===== src/rtl/sha256_round_ctrl.sv =====
// sha256_round_ctrl: round sequencer for one 512-bit SHA-256 block.
// Holds the working registers A..H, a 16-word sliding message-schedule
// window and the K table, and drives an external combinational round datapath.
// The chaining value is added back in at the end of the block, and the
// resulting digest is held until the consumer accepts it.
module sha256_round_ctrl #(
   parameter int BIT_W  = 32,
   parameter int ROUNDS = 64
) (
   input  logic             clk,
   input  logic             rst_n,
   input  logic             blk_valid,
   output logic             blk_ready,
   input  logic [511:0]     blk_data,
   input  logic [255:0]     hash_in,
   output logic [5:0]       round_idx,
   output logic [BIT_W-1:0] k_out,
   output logic [BIT_W-1:0] w_out,
   output logic [BIT_W-1:0] a_q,
   output logic [BIT_W-1:0] b_q,
   output logic [BIT_W-1:0] c_q,
   output logic [BIT_W-1:0] d_q,
   output logic [BIT_W-1:0] e_q,
   output logic [BIT_W-1:0] f_q,
   output logic [BIT_W-1:0] g_q,
   output logic [BIT_W-1:0] h_q,
   input  logic [BIT_W-1:0] a_nx,
   input  logic [BIT_W-1:0] b_nx,
   input  logic [BIT_W-1:0] c_nx,
   input  logic [BIT_W-1:0] d_nx,
   input  logic [BIT_W-1:0] e_nx,
   input  logic [BIT_W-1:0] f_nx,
   input  logic [BIT_W-1:0] g_nx,
   input  logic [BIT_W-1:0] h_nx,
   output logic             busy,
   output logic             digest_valid,
   input  logic             digest_ready,
   output logic [255:0]     digest_out
);

   typedef enum logic [1:0] {IDLE, ROUND, FINAL, DONE} state_t;

   localparam logic [5:0] LAST_T = 6'(ROUNDS - 1);

   localparam logic [31:0] K_TAB [64] = '{
      32'h428a2f98, 32'h71374491, 32'hb5c0fbcf, 32'he9b5dba5, 32'h3956c25b, 32'h59f111f1, 32'h923f82a4, 32'hab1c5ed5,
      32'hd807aa98, 32'h12835b01, 32'h243185be, 32'h550c7dc3, 32'h72be5d74, 32'h80deb1fe, 32'h9bdc06a7, 32'hc19bf174,
      32'he49b69c1, 32'hefbe4786, 32'h0fc19dc6, 32'h240ca1cc, 32'h2de92c6f, 32'h4a7484aa, 32'h5cb0a9dc, 32'h76f988da,
      32'h983e5152, 32'ha831c66d, 32'hb00327c8, 32'hbf597fc7, 32'hc6e00bf3, 32'hd5a79147, 32'h06ca6351, 32'h14292967,
      32'h27b70a85, 32'h2e1b2138, 32'h4d2c6dfc, 32'h53380d13, 32'h650a7354, 32'h766a0abb, 32'h81c2c92e, 32'h92722c85,
      32'ha2bfe8a1, 32'ha81a664b, 32'hc24b8b70, 32'hc76c51a3, 32'hd192e819, 32'hd6990624, 32'hf40e3585, 32'h106aa070,
      32'h19a4c116, 32'h1e376c08, 32'h2748774c, 32'h34b0bcb5, 32'h391c0cb3, 32'h4ed8aa4a, 32'h5b9cca4f, 32'h682e6ff3,
      32'h748f82ee, 32'h78a5636f, 32'h84c87814, 32'h8cc70208, 32'h90befffa, 32'ha4506ceb, 32'hbef9a3f7, 32'hc67178f2
   };

   state_t           state;
   state_t           state_nx;
   logic [5:0]       t_q;
   logic [BIT_W-1:0] w_win [16];
   logic [BIT_W-1:0] chain [8];
   logic [BIT_W-1:0] w_new;
   logic             accept;

   function automatic logic [BIT_W-1:0] ror(input logic [BIT_W-1:0] x, input int n);
      return (x >> n) | (x << (BIT_W - n));
   endfunction

   function automatic logic [BIT_W-1:0] sig0(input logic [BIT_W-1:0] x);
      return ror(x, 7) ^ ror(x, 18) ^ (x >> 3);
   endfunction

   function automatic logic [BIT_W-1:0] sig1(input logic [BIT_W-1:0] x);
      return ror(x, 17) ^ ror(x, 19) ^ (x >> 10);
   endfunction

   assign accept = (state == IDLE) && blk_valid;

   // Window slot 0 is W[t]; the word entering slot 15 is W[t+16].
   assign w_new = sig1(w_win[14]) + w_win[9] + sig0(w_win[1]) + w_win[0];

   // State register.
   always_ff @(posedge clk or negedge rst_n) begin
      if (!rst_n) begin
         state <= IDLE;
      end else begin
         state <= state_nx;
      end
   end

   // Next-state logic and handshake/datapath-facing outputs.
   always_comb begin
      state_nx     = state;
      blk_ready    = 1'b0;
      busy         = 1'b0;
      digest_valid = 1'b0;
      round_idx    = '0;
      k_out        = '0;
      w_out        = '0;
      case (state)
         IDLE: begin
            blk_ready = 1'b1;
            if (blk_valid) state_nx = ROUND;
         end
         ROUND: begin
            busy      = 1'b1;
            round_idx = t_q;
            k_out     = K_TAB[t_q];
            w_out     = w_win[0];
            if (t_q == LAST_T) state_nx = FINAL;
         end
         FINAL: begin
            busy     = 1'b1;
            state_nx = DONE;
         end
         DONE: begin
            digest_valid = 1'b1;
            if (digest_ready) state_nx = IDLE;
         end
         default: state_nx = IDLE;
      endcase
   end

   // Round counter: cleared on accept, wraps 63->0 as ROUND is left.
   always_ff @(posedge clk or negedge rst_n) begin
      if (!rst_n) begin
         t_q <= '0;
      end else if (accept) begin
         t_q <= '0;
      end else if (state == ROUND) begin
         t_q <= t_q + 6'd1;
      end
   end

   // Working registers A..H and the chaining copy.
   always_ff @(posedge clk or negedge rst_n) begin
      if (!rst_n) begin
         {a_q, b_q, c_q, d_q, e_q, f_q, g_q, h_q} <= '0;
         for (int i = 0; i < 8; i++) chain[i] <= '0;
      end else if (accept) begin
         {a_q, b_q, c_q, d_q, e_q, f_q, g_q, h_q} <= hash_in;
         for (int i = 0; i < 8; i++) chain[i] <= hash_in[(7 - i) * BIT_W +: BIT_W];
      end else if (state == ROUND) begin
         {a_q, b_q, c_q, d_q, e_q, f_q, g_q, h_q} <= {a_nx, b_nx, c_nx, d_nx, e_nx, f_nx, g_nx, h_nx};
      end
   end

   // Message-schedule window: loaded with the block, shifts once per round.
   always_ff @(posedge clk or negedge rst_n) begin
      if (!rst_n) begin
         for (int i = 0; i < 16; i++) w_win[i] <= '0;
      end else if (accept) begin
         for (int i = 0; i < 16; i++) w_win[i] <= blk_data[(15 - i) * BIT_W +: BIT_W];
      end else if (state == ROUND) begin
         for (int i = 0; i < 15; i++) w_win[i] <= w_win[i + 1];
         w_win[15] <= w_new;
      end
   end

   // Digest: chaining value plus final registers, word-wise with no carry between words.
   always_ff @(posedge clk or negedge rst_n) begin
      if (!rst_n) begin
         digest_out <= '0;
      end else if (state == FINAL) begin
         digest_out <= {chain[0] + a_q, chain[1] + b_q, chain[2] + c_q, chain[3] + d_q,
                        chain[4] + e_q, chain[5] + f_q, chain[6] + g_q, chain[7] + h_q};
      end
   end

endmodule


===== config.mk =====
export PLATFORM = sky130hd
export DESIGN_NAME = sha256_round_ctrl
export DESIGN_NICKNAME = d
export VERILOG_FILES = /design/src/rtl/sha256_round_ctrl.sv
export SDC_FILE = /design/constraint.sdc
export NUM_CORES = 2
export LEC_CHECK = 0
export CAP_MARGIN = 25
export CORE_AREA = 2 2 638 640
export DETAILED_ROUTE_END_ITERATION = 8
export DIE_AREA = 0 0 640 642
export SLEW_MARGIN = 20
export SYNTH_ARGS = -nofsm -noshare
export SYNTH_HDL_FRONTEND = slang
export SYNTH_SLANG_ARGS = --single-unit

===== constraint.sdc =====
create_clock -name clk -period 3.9 [get_ports clk]
set_input_delay 0.78 -clock clk [delete_from_list [all_inputs] [get_ports clk]]
set_output_delay 0.78 -clock clk [all_outputs]
set_load 0.01 [all_outputs]

==> results_dict.tcl <==
set metrics [dict create \
    hold_depth 3 \
    ys_types 78 \
    place.port_buffers 1612 \
    r2r_start "w_win[43]" \
    cp-end-kind "flip-flop" \
    hold_ws_ps 455 \
    path_class "reg -> reg" \
    synth.yosys.seq_area_share_pct 43.9 \
    finalCriticalPeriod_ps 4240 \
    max-cap-violations 0 \
    holdPathEnd "w_win[389]" \
    grtUsageTotal_pct 21.8 \
    grt_overflow_total 0 \
    gp_congestion 0.968 \
    insertion_delay_ps 880 \
    worst_slew_pin_slew_ps 1120 \
    grt_max_degree 163 \
    drt_wl_total_mm 468 \
    startpoint "w_win[43]" \
    rows 234 \
    met3WireLength_mm 32.4 \
    io_pins 1613 \
    setup_viol_count_final 12 \
    ys_ff_latch 1288 \
    reg2reg_to "w_win[19]" \
    r2r_cells 17 \
    fillers 43197 \
    h-tree-depth 4 \
    firstDrtPassIters 8 \
    fin_nets 11080 \
    path_max_fanout 3 \
    rsz0062_at_grt "yes" \
    drcViolationCount 0 \
    arrival_ps 4960 \
    final_cell_mix "nand2_1 (1,555), clkdlybuf4s50_1 (1,548), dfrtp_1 (1,279), o21ai_0 (956), mux2i_1 (769)" \
    min_period_over_period_pct 109 \
    cts_tree "yes" \
    final_antenna_net_count 0 \
    startpoint_type "flip-flop" \
    failed_checks "setup timing" \
    synth_area_um2 73400 \
    grt_pass1_vias 67722 \
    power.density_nw_per_um2 1370 \
    clk_pin_slew_ps 60 \
    synth_warnings 0 \
    cts_buffers 169 \
    synth_top_area_cell "dfrtp_1" \
    hpwl_mm 388 \
    reg2reg_slack_ps -340 \
    peakVddDrop_uv 1660 \
    grt_pass1_wl_mm 613 \
    top_layer "met5" \
    drv_slew 0 \
    hold_viol 0 \
    clkSinkCount 1288 \
    regMostFlops "w_win" \
    async_flop_share_pct 100 \
    final.setup.tns_ps -2170 \
    fp.dieH_um 642 \
    clock_skew_ps 50.6 \
    synthCells 7862 \
    reg_top3 "w_win (512), chain (256), digest_out (256)" \
    max_slew_margin_pct 25.6 \
    num_vias 69769 \
    die_area_um2 411000 \
    routedWlPerCell_um 30.5 \
    hold_class "in -> reg" \
    initial_utilization_pct 18.1 \
    largest_reg_flops 512 \
    synth-edff-count 0 \
    avgSynthCellArea_um2 9.33 \
    yosys_most_used_dff "dfrtp_1" \
    final_common_cell "nand2_1" \
    met1_length_mm 175 \
    coreArea_um2 404000 \
    drive_gt1_share_pct 13.2 \
    leakagePower_nw 45.2 \
    die_w_um 640 \
    synth_nets 9264 \
    drtIter0Drc 5773 \
    antenna_found_initial 287 \
    viasPerCell 4.55 \
    syn2layout_area_growth_pct 45.7 \
    routed-wl-met2_mm 227 \
    fin_ws_ps -345 \
    max_freq_mhz 236 \
    clk_path_buf_depth 4 \
    min_from "blk_data[389]" \
    outcome "finished with violations" \
    synth_area_leaders "dfrtp_1 (44%), mux2i_1 (10%), nand2_1 (8.0%)" \
    root_buffer "clkbuf_16" \
    worstPathRequired_ps 4620 \
    yosysTopAreaCellShare_pct 43.9 \
]
-- critical path, cell delays in order, from the launching register on --
cell and delay (ps):
dfrtp_1 410, xor2_2 190, xnor2_1 210, fa_1 460
inv_2 90, fa_1 410, ha_2 210, fa_2 350
a21o_1 220, a41oi_2 130, o21a_2 210, buf_6 130
a311oi_4 100, o21a_1 210, o21a_1 180, or3_4 350
a31oi_4 170, o21ai_1 70
-- timing repair --
item,CTS,global route
endpoints found under the hold margin,64,0
gates cloned,2,1
resized for setup,328,135
pin swaps,100,70
setup buffers,46,26
hold buffers,1,0
endpoints found under the setup margin,73,51
-- per-stage QoR --
step           cell area, um^2  utilization [%]  total power [mW]  cells  setup slack (ps)
2_1_floorplan            73400                -              76.3   7862             -76.8
3_3_place_gp             98800             24.4               120  14878              -613
3_5_place_dp             98800             24.4               120  14878              -593
4_1_cts                 106000             26.2               142  15217              -265
5_1_grt                 107000             26.4               156  15296              -451
6_report                107000             26.4               147  15321              -345
-- cells by family (layout without fill, tap and decap cells) --
kind of cell / Yosys count / in the layout / synth area share [%]
buffers and inverters: 733 / 2680 / 3.76
other: 0 / 84 / 0
and+or+nand+nor: 2243 / 2243 / 12.6
DFF: 1288 / 1288 / 43.9
xor gates and xnor gates: 351 / 351 / 4.19
adders and majority gates: 374 / 374 / 7.09
muxes: 930 / 930 / 13.0
AOI/OAI and AO/OA: 1943 / 1943 / 15.5
-- power breakdown --
group	total, mW	switching (mW)	internal (mW)
clock network	17.1	6.92	10.2
logic	102	55.6	46.6
registers	27.5	7.11	20.4
total	147	69.7	77.2
-- final cells by class --
type | count | area [um^2] | share of cell area (%)
antenna | 84 | 210 | 0.197
clock buffer | 214 | 4700 | 4.40
clock inverter | 88 | 1210 | 1.13
inverter | 237 | 920 | 0.860
multi-input combinational | 5841 | 39800 | 37.3
sequential | 1288 | 32200 | 30.2
tap | 5428 | 6790 | 6.35
timing repair buffer | 2141 | 21000 | 19.7
-- layer usage --
metal  track usage (%)  up-vias
met4              13.9       76
li1                  -    31031
met3              4.71      994
met5                 0        -
met1              24.8    34583
met2              37.1     3085
-- how the worst max path moves through the flow --
| stage | depth (start not counted) | slack, ps | endpoint |
|---|---|---|---|
| finish | 17 | -340 | w_win[19] |
| global route | 17 | -450 | w_win[19] |
| CTS | 17 | -260 | w_win[19] |
| detailed placement | 16 | -590 | w_win[25] |
| global placement | 16 | -610 | w_win[25] |
| floorplan | 17 | -80 | w_win[27] |
-- synth_stat cells (17+ instances only) --
library cell,count
inv_1,234
and3_1,34
ha_1,304
nand2_1,1570
a21o_1,126
a31oi_1,67
a211oi_1,43
o21ai_0,996
nor2b_1,38
a221oi_1,26
buf_1,37
nor2_1,301
and2_1,35
o311ai_0,20
xnor2_1,237
fa_1,70
dfrtp_1,1288
mux2_2,157
o21a_1,41
clkbuf_1,455
nand3_1,79
or3_1,26
mux2i_1,769
nor3_1,80
xor2_1,114
o211ai_1,41
o21bai_1,19
nand4_1,17
a21oi_1,377
nand2b_1,25
Power figures use the tool's default switching activity.
